===== src/rtl/ppm16_byte_packer.sv =====
// Packs PPM16 nibble pairs (MSB first) into framed bytes and buffers them in a
// first-word-fall-through FIFO with a valid/ready output handshake.
//
// state    | meaning
// ---------+-------------------------------------------------------------
// S_IDLE   | waiting for pkt_active; symbols ignored
// S_ASM_HI | expecting the high nibble of the next byte
// S_ASM_LO | high nibble held, expecting the low nibble
// S_FLUSH  | packet ended: pad a held nibble, then push stage with last=1
module ppm16_byte_packer #(
  parameter int FIFO_DEPTH = 8,
  parameter int CNT_W      = 16
) (
  input  logic                          clk,
  input  logic                          resetn,
  input  logic                          clear,
  input  logic                          sym_valid,
  input  logic [3:0]                    sym,
  input  logic                          pkt_active,
  output logic                          byte_valid,
  output logic [7:0]                    byte_data,
  output logic                          byte_first,
  output logic                          byte_last,
  output logic                          byte_partial,
  input  logic                          byte_ready,
  output logic [$clog2(FIFO_DEPTH):0]   fifo_count,
  output logic                          overflow,
  output logic [CNT_W-1:0]              byte_count
);

  localparam int AW = $clog2(FIFO_DEPTH);
  localparam int CW = AW + 1;

  typedef enum logic [1:0] {S_IDLE, S_ASM_HI, S_ASM_LO, S_FLUSH} state_t;

  typedef struct packed {
    logic [7:0] data;
    logic       first;
    logic       last;
    logic       partial;
  } entry_t;

  state_t           state_q, state_d;
  logic [3:0]       hold_q, hold_d;
  logic             hold_vld_q, hold_vld_d;
  entry_t           stage_q, stage_d;
  logic             stage_vld_q, stage_vld_d;
  logic             first_pend_q, first_pend_d;
  logic [CNT_W-1:0] byte_count_q, byte_count_d;

  logic [AW-1:0]    wr_ptr_q, wr_ptr_d;
  logic [AW-1:0]    rd_ptr_q, rd_ptr_d;
  logic [CW-1:0]    count_q, count_d;
  logic             overflow_q, overflow_d;
  entry_t           mem_q [FIFO_DEPTH];

  logic             push;
  entry_t           push_entry;
  logic             asm_en;
  logic [7:0]       asm_byte;
  logic             asm_partial;
  logic             pop;
  logic             full;
  logic             wr_en;
  entry_t           head;

  // Framing FSM and staging register. The stage holds one byte back so the
  // final byte of a packet can still be tagged last when the packet ends.
  always_comb begin
    state_d      = state_q;
    hold_d       = hold_q;
    hold_vld_d   = hold_vld_q;
    stage_d      = stage_q;
    stage_vld_d  = stage_vld_q;
    first_pend_d = first_pend_q;
    byte_count_d = byte_count_q;
    push         = 1'b0;
    push_entry   = stage_q;
    push_entry.last = 1'b0;
    asm_en       = 1'b0;
    asm_byte     = 8'h00;
    asm_partial  = 1'b0;

    case (state_q)
      S_IDLE: begin
        if (pkt_active) begin
          state_d      = S_ASM_HI;
          first_pend_d = 1'b1;
          byte_count_d = '0;
          hold_vld_d   = 1'b0;
        end
      end
      S_ASM_HI: begin
        if (sym_valid) begin
          hold_d     = sym;
          hold_vld_d = 1'b1;
          state_d    = S_ASM_LO;
        end
        if (!pkt_active) state_d = S_FLUSH;
      end
      S_ASM_LO: begin
        if (sym_valid) begin
          asm_en   = 1'b1;
          asm_byte = {hold_q, sym};
          state_d  = S_ASM_HI;
        end
        if (!pkt_active) state_d = S_FLUSH;
      end
      S_FLUSH: begin
        if (hold_vld_q) begin
          asm_en      = 1'b1;
          asm_byte    = {hold_q, 4'h0};
          asm_partial = 1'b1;
        end else begin
          push            = stage_vld_q;
          push_entry.last = 1'b1;
          stage_vld_d     = 1'b0;
          state_d         = S_IDLE;
        end
      end
      default: state_d = S_IDLE;
    endcase

    if (asm_en) begin
      push         = stage_vld_q;
      stage_d      = '{data: asm_byte, first: first_pend_q, last: 1'b0, partial: asm_partial};
      stage_vld_d  = 1'b1;
      first_pend_d = 1'b0;
      hold_vld_d   = 1'b0;
      if (byte_count_q != '1) byte_count_d = byte_count_q + CNT_W'(1);
    end

    if (clear) begin
      state_d      = S_IDLE;
      hold_d       = 4'h0;
      hold_vld_d   = 1'b0;
      stage_d      = '0;
      stage_vld_d  = 1'b0;
      first_pend_d = 1'b0;
      byte_count_d = '0;
      push         = 1'b0;
    end
  end

  // A push into a full FIFO is accepted only when the head leaves the same cycle.
  always_comb begin
    pop        = byte_valid & byte_ready;
    full       = (count_q == CW'(FIFO_DEPTH));
    wr_en      = push & (~full | pop);
    wr_ptr_d   = wr_ptr_q + AW'(wr_en);
    rd_ptr_d   = rd_ptr_q + AW'(pop);
    count_d    = count_q + CW'(wr_en) - CW'(pop);
    overflow_d = overflow_q | (push & full & ~pop);
    if (clear) begin
      wr_ptr_d   = '0;
      rd_ptr_d   = '0;
      count_d    = '0;
      overflow_d = 1'b0;
    end
  end

  always_ff @(posedge clk or negedge resetn) begin
    if (!resetn) begin
      state_q      <= S_IDLE;
      hold_q       <= 4'h0;
      hold_vld_q   <= 1'b0;
      stage_q      <= '0;
      stage_vld_q  <= 1'b0;
      first_pend_q <= 1'b0;
      byte_count_q <= '0;
      wr_ptr_q     <= '0;
      rd_ptr_q     <= '0;
      count_q      <= '0;
      overflow_q   <= 1'b0;
    end else begin
      state_q      <= state_d;
      hold_q       <= hold_d;
      hold_vld_q   <= hold_vld_d;
      stage_q      <= stage_d;
      stage_vld_q  <= stage_vld_d;
      first_pend_q <= first_pend_d;
      byte_count_q <= byte_count_d;
      wr_ptr_q     <= wr_ptr_d;
      rd_ptr_q     <= rd_ptr_d;
      count_q      <= count_d;
      overflow_q   <= overflow_d;
    end
  end

  always_ff @(posedge clk) begin
    if (wr_en) mem_q[wr_ptr_q] <= push_entry;
  end

  // Storage is not reset, so the head fields are masked while empty.
  always_comb begin
    head         = mem_q[rd_ptr_q];
    byte_valid   = (count_q != '0);
    byte_data    = byte_valid ? head.data : 8'h00;
    byte_first   = byte_valid & head.first;
    byte_last    = byte_valid & head.last;
    byte_partial = byte_valid & head.partial;
    fifo_count   = count_q;
    overflow     = overflow_q;
    byte_count   = byte_count_q;
  end

endmodule


===== config.mk =====
export PLATFORM = sky130hd
export DESIGN_NAME = ppm16_byte_packer
export DESIGN_NICKNAME = d
export VERILOG_FILES = /design/src/rtl/ppm16_byte_packer.sv
export SDC_FILE = /design/constraint.sdc
export NUM_CORES = 1
export LEC_CHECK = 0
export CAP_MARGIN = 25
export CORE_MARGIN = 2
export CORE_UTILIZATION = 55
export CTS_BUF_LIST = sky130_fd_sc_hd__clkbuf_8
export CTS_CLUSTER_SIZE = 10
export DETAILED_ROUTE_END_ITERATION = 10
export GPL_TIMING_DRIVEN = 1
export PLACE_DENSITY = 0.77
export SYNTH_ARGS = -nofsm -noshare
export SYNTH_HDL_FRONTEND = slang
export SYNTH_SLANG_ARGS = --single-unit

===== constraint.sdc =====
create_clock -name clk -period 7.05 [get_ports clk]
set_clock_uncertainty 0.1 [all_clocks]
set_input_delay 0.705 -clock clk [delete_from_list [all_inputs] [get_ports clk]]
set_output_delay 0.705 -clock clk [all_outputs]
set_load 0.05 [all_outputs]

# Word-level counts from Yosys, hierarchy flattened
# Memories as Yosys holds them, arrays and structs flattened.
# Cells that the tools add are included.
# totals
inputBits,10
ram_bits,88
memories,1
word_cells,107
out_inout_bits,33
register_bits,46
# mem_list
memory,words,word_bits,rd,rd_ports_with_merged_regs,write_ports,line_no,rtl
mem_q,8,11,1,0,1,55,entry_t mem_q [FIFO_DEPTH];
# classes
addsub,5
bitwise_logic,11
eq_ne,12
n_mux,51
n_reduce_logical,14
# ops
op,n
$mux W16,5
$mux W1,24
$mux W8,3
$mux W11,2
$add A16 B1 Y16 const B,1
$mux W4,4
$ne A16 B16 Y1 const B,1
$ne A4 B4 Y1 const B,4
$pmux W8 S2,1
$mux W2,7
$reduce_bool A3 Y1,3
$pmux W2 S4,1
$reduce_bool A4 Y1,2
$and A1 B1 Y1,7
$add A3 B1 Y3,2
$mux W3,2
$ne A3 B3 Y1 const B,2
$reduce_and A2 Y1,3
$reduce_bool A2 Y1,3
$add A4 B1 Y4,1
$eq A2 B2 Y1 const B,2
$eq A4 B4 Y1 const B,1
$pmux W1 S2,2
$reduce_and A4 Y1,1
7 further kinds,9

# Logic depth before layout (Yosys ltp)
# depth
ltp_word,8
ltp_mapped,12
depth_no_buf,12

# Least setup slack after synthesis
# OpenSTA, ideal clock, no wires.
# synth_timing
path_type,flip-flop to flip-flop
start,"reg count_q[2], in the netlist fifo_count[2]"
end,"mem mem_q[1][0] in the netlist's numbering, enable pin"
path_buffers,0
path_stages_with_launch,7
t_required_ns,6.557
path_slack_ns,4.066
setup_ns,0.393
period_less_slack_ns,2.984
arrival_time_ns,2.491
path_cell_list,dfrtp_1 -> inv_1 -> ha_1 -> nor3b_1 -> a211oi_1 -> nand2_1 -> nor3_1
# synth_via
elab_chain_len,6
word_cells_on_any_way,8
cone_classes,1 x eq/ne; 2 x mux; 4 x bitwise; 1 x reduce/logical
# synth_lines
element,line_no,rtl
start: declaration,53,"logic [CW-1:0] count_q, count_d;"
start signal: assignment,185,count_q <= count_d;
$reduce_bool A4 Y1 / $eq A4 B4 Y1 (equally long branches),"197, 148",
$and A1 B1 Y1 / $not A1 Y1 (equally long branches),"147, 149",
$or A1 B1 Y1 (*),149,wr_en = push & (~full | pop);
$and A1 B1 Y1 (*),149,
$mux W1 (*),191,if (wr_en) mem_q[wr_ptr_q] <= push_entry;
$mux W1 (not written as such) (*),191,
end: declaration,55,
# Every way passes the cells marked *; elsewhere a longest branch is shown, timed or not.

# Worst setup path after layout
# layout_timing
start,reg rd_ptr_q[1]
end,out byte_data[6]
# layout_via
elab_chain_len,2
# layout_lines
element,line_no,rtl
start: declaration,52,"logic [AW-1:0] rd_ptr_q, rd_ptr_d;"
start signal: assignment,184,rd_ptr_q <= rd_ptr_d;
$mem_v2 Z8 W11,n/a,
$mux W8,198,byte_data = byte_valid ? head.data : 8'h00;
end: declaration,21,"output logic [7:0] byte_data,"
# Every way passes these cells.

==> flow_summary_export.csv <==
group,metric,value,unit
outcome,status,"completed",
yosys,ys_ff_latch,134,
critical_path,critPathKind,"flop to primary output",
timing,setup_ws,3.370,ns
global_route,grt_pass1_vias,3660,
yosys,synth_nets,433,
clock_tree,clk_latency,0.44,ns
route,drt-initial-drc-count,280,
min_path,min_path_type,"flop to flop",
yosys,synth_mux_area_share,11.27,%
global_route,grt_pass1_wl,18930,um
critical_path,r2r_slack,3.98,ns
finish,post-route-util,67.16,%
placement,io_buffers,42,
yosys,synth_fa_ha_area_share,2.664,%
critical_path,critPathArrivalTime,2.88,ns
clock_tree,cts_tree,"done",
flow_run,max-cap-violations,0,
timing,fin_tns_setup,0,ns
yosys,ys.flop_type,"edfxtp_1",
yosys,synth_top_area_share,44.65,%
yosys,synth_cells,411,
pwr,p_leak,2.460,nW
floorplan,num_rows,37,
clock_tree,cts_buffer_depth,2,
pwr,peakVddDrop,0.0002740,V
yosys,synth_area,5918,um^2
floorplan,top_level_ports,43,
timing,clock.fmax,0.2717,GHz
finish,area_growth,17.67,%
timing,worst_pin_slew,1.035,ns
critical_path,critical-path-max-stage-delay,1.03,ns
yosys,synthXorXnorAreaFrac,0.7400,%
clock_tree,cts.clk_slew.worst_paths,0.08,ns
timing,slew_headroom,30.97,%
finish,layout_common_cells,"88 x edfxtp_1, 46 x dfrtp_1, 41 x clkdlybuf4s50_1, 37 x nor2_1, 23 x nand2_1",
finish,diodes,0,
yosys,synth.avg_cell_area,14.40,um^2
route,wl,11640,um
clock_tree,numClockSinks,134,
timing,worst_hold_slack,0.4050,ns
yosys,synth_top_family_by_area,"simple AND/OR/NAND/NOR gates",
timing,grt_setup_unrepaired,"no",
floorplan,core_area,10370,um^2
global_route,grt_usage,21.57,%
critical_path,cp_cell_sequence,"mux4_2, mux2i_1, nor2_1, clkdlybuf4s50_1",
route,postRouteAntennaNets,0,
route,post_drt_wl_per_cell,18.83,um
clock_tree,htreeDepth,4,
placement,hpwl,7585,um
critical_path,cpMaxStageDelayCell,"dfrtp_1",
floorplan,start_util,57.07,%
timing,setup_viol,0,
clock_tree,postCtsSetupBuffers,0,
global_route,antenna_found_initial,0,
yosys,yosysTopAreaCell,"edfxtp_1",
yosys,yosysWarnings,0,
timing,fin_crit_sh,52.20,%
route,vias,3685,
yosys,ys_seq_area_share,64.10,%
yosys,synthTopCellsByArea,"edfxtp_1 45%, dfrtp_1 19%, mux4_2 8.4%",
global_route,grt_overflow_total,0,
pwr,p_per_area,318.7,nW/um^2
clock_tree,cts_made_buffers,17,
timing,min_period,3.680,ns
placement,place_ws,3.394,ns
global_route,grt_start_max_net_pins,47,
pwr,total_power,2.219,mW
floorplan,die_x,107.7,um
route,first_pass_iters,5,
placement,routabilityCongestion,0.8381,
critical_path,required,6.24,ns
clock_tree,ctsRootBufferMaster,"clkbuf_8",
critical_path,crit_path_start_kind,"flop",
finish,final_common_cell,"edfxtp_1",
yosys,async_flop_share,34.33,%
critical_path,crit_start,"rd_ptr_q[1]",
yosys,ys_types,59,
critical_path,r2r_start,"state_q[1]",
floorplan,die_area,11610,um^2
critical_path,path_max_fanout,23,
critical_path,critPathCaptureType,"primary output",
yosys,synth_compound_area_share,6.406,%
yosys,synthSimpleGateAreaFrac,12.68,%
timing,drv_slew,0,
finish,nets,491,
route,routed_via_density,5.963,
yosys,synth-edff-count,88,
min_path,hp-start,"first_pend_q",
finish,drive_above_1_share,16.39,%
route,drc,0,
timing,hold_viol_final,0,
floorplan,die_y,107.7,um
[sequential cells by signal, summed over array words and instances, names as in the netlist]
register      flops
state_q           2
stage_vld_q       1
overflow          1
mem_q            88
wr_ptr_q          3
push_entry       10
fifo_count        4
rd_ptr_q          3
hold_vld_q        1
hold_q            4
byte_count       16
first_pend_q      1
[kinds of logic (layout without fill, tap and decap cells)]
logic type	Yosys count	after routing
and+or+nand+nor	138	138
AOI/OAI and AO/OA	54	54
muxes	39	39
buffers and inverters	29	100
adders and majority gates	12	12
DFF	134	134
xor gates and xnor gates	5	5
[stage by stage]
stage               area [um^2]  instances
floorplan                  5918        411
global placement           6460        578
detailed placement         6482        580
CTS                        6907        612
global route               6964        618
finish                     6964        618
[power by group]
part	switching, mW	internal (mW)	total [mW]
clock	0.315	0.357	0.673
sequential	0.0349	0.852	0.887
combinational	0.397	0.263	0.660
total	0.747	1.47	2.22
[worst paths after layout]
kind	depth (start not counted)	to
max in group asynchronous	3	push_entry[5]
setup / recovery	4	byte_data[6]
setup reg to reg	4	mem_q[5][7]
min in group asynchronous	2	byte_count[7]
hold reg to reg	1	first_pend_q
hold / removal	1	first_pend_q
[cell usage after synthesis, types with 3 or more instances]
cell type	n
nand3_1	20
buf_1	3
a21oi_1	17
ha_1	11
o211ai_1	6
clkbuf_1	7
nor2b_1	6
edfxtp_1	88
nand2b_1	7
nor3_1	7
nor2_1	37
nand3b_1	4
nor4_1	5
mux2i_1	16
nand2_1	23
nand4_1	5
o21ai_0	7
a22o_1	4
nor3b_1	3
xnor2_1	5
mux4_2	22
dfrtp_1	46
inv_1	14
[final cells by class]
| class | count | area (um^2) |
|---|---|---|
| repair buffers | 54 | 525.5 |
| well taps | 136 | 170.2 |
| clock inverters | 15 | 190.2 |
| fillers | 734 | 3406 |
| inverters | 14 | 52.55 |
| multi-input cells | 248 | 1998 |
| flip-flops and latches | 134 | 3794 |
| clock buffers | 17 | 234.0 |
[layer usage]
layer,share of wire (%),GRT usage (%),vias to the layer above
li1,-,-,1703
met1,44,29.79,1831
met2,49,34.50,133
met3,5.5,4.419,18
met4,1.4,7.234,0
met5,0,0,-
[worst max-delay path: cells and delay by family, from the launching register on]
family	cells	cell delay, ns
DFF	1	1.03
buffers and inverters	1	0.82
muxes	2	0.45
and+or+nand+nor	1	0.13
[repair_timing]
| action | CTS | global route |
|---|---|---|
| hold buffers | 0 | 1 |
| hold endpoints to repair | 0 | 5 |
| resized for setup | 0 | 0 |
(Power assumes the default switching activity.)
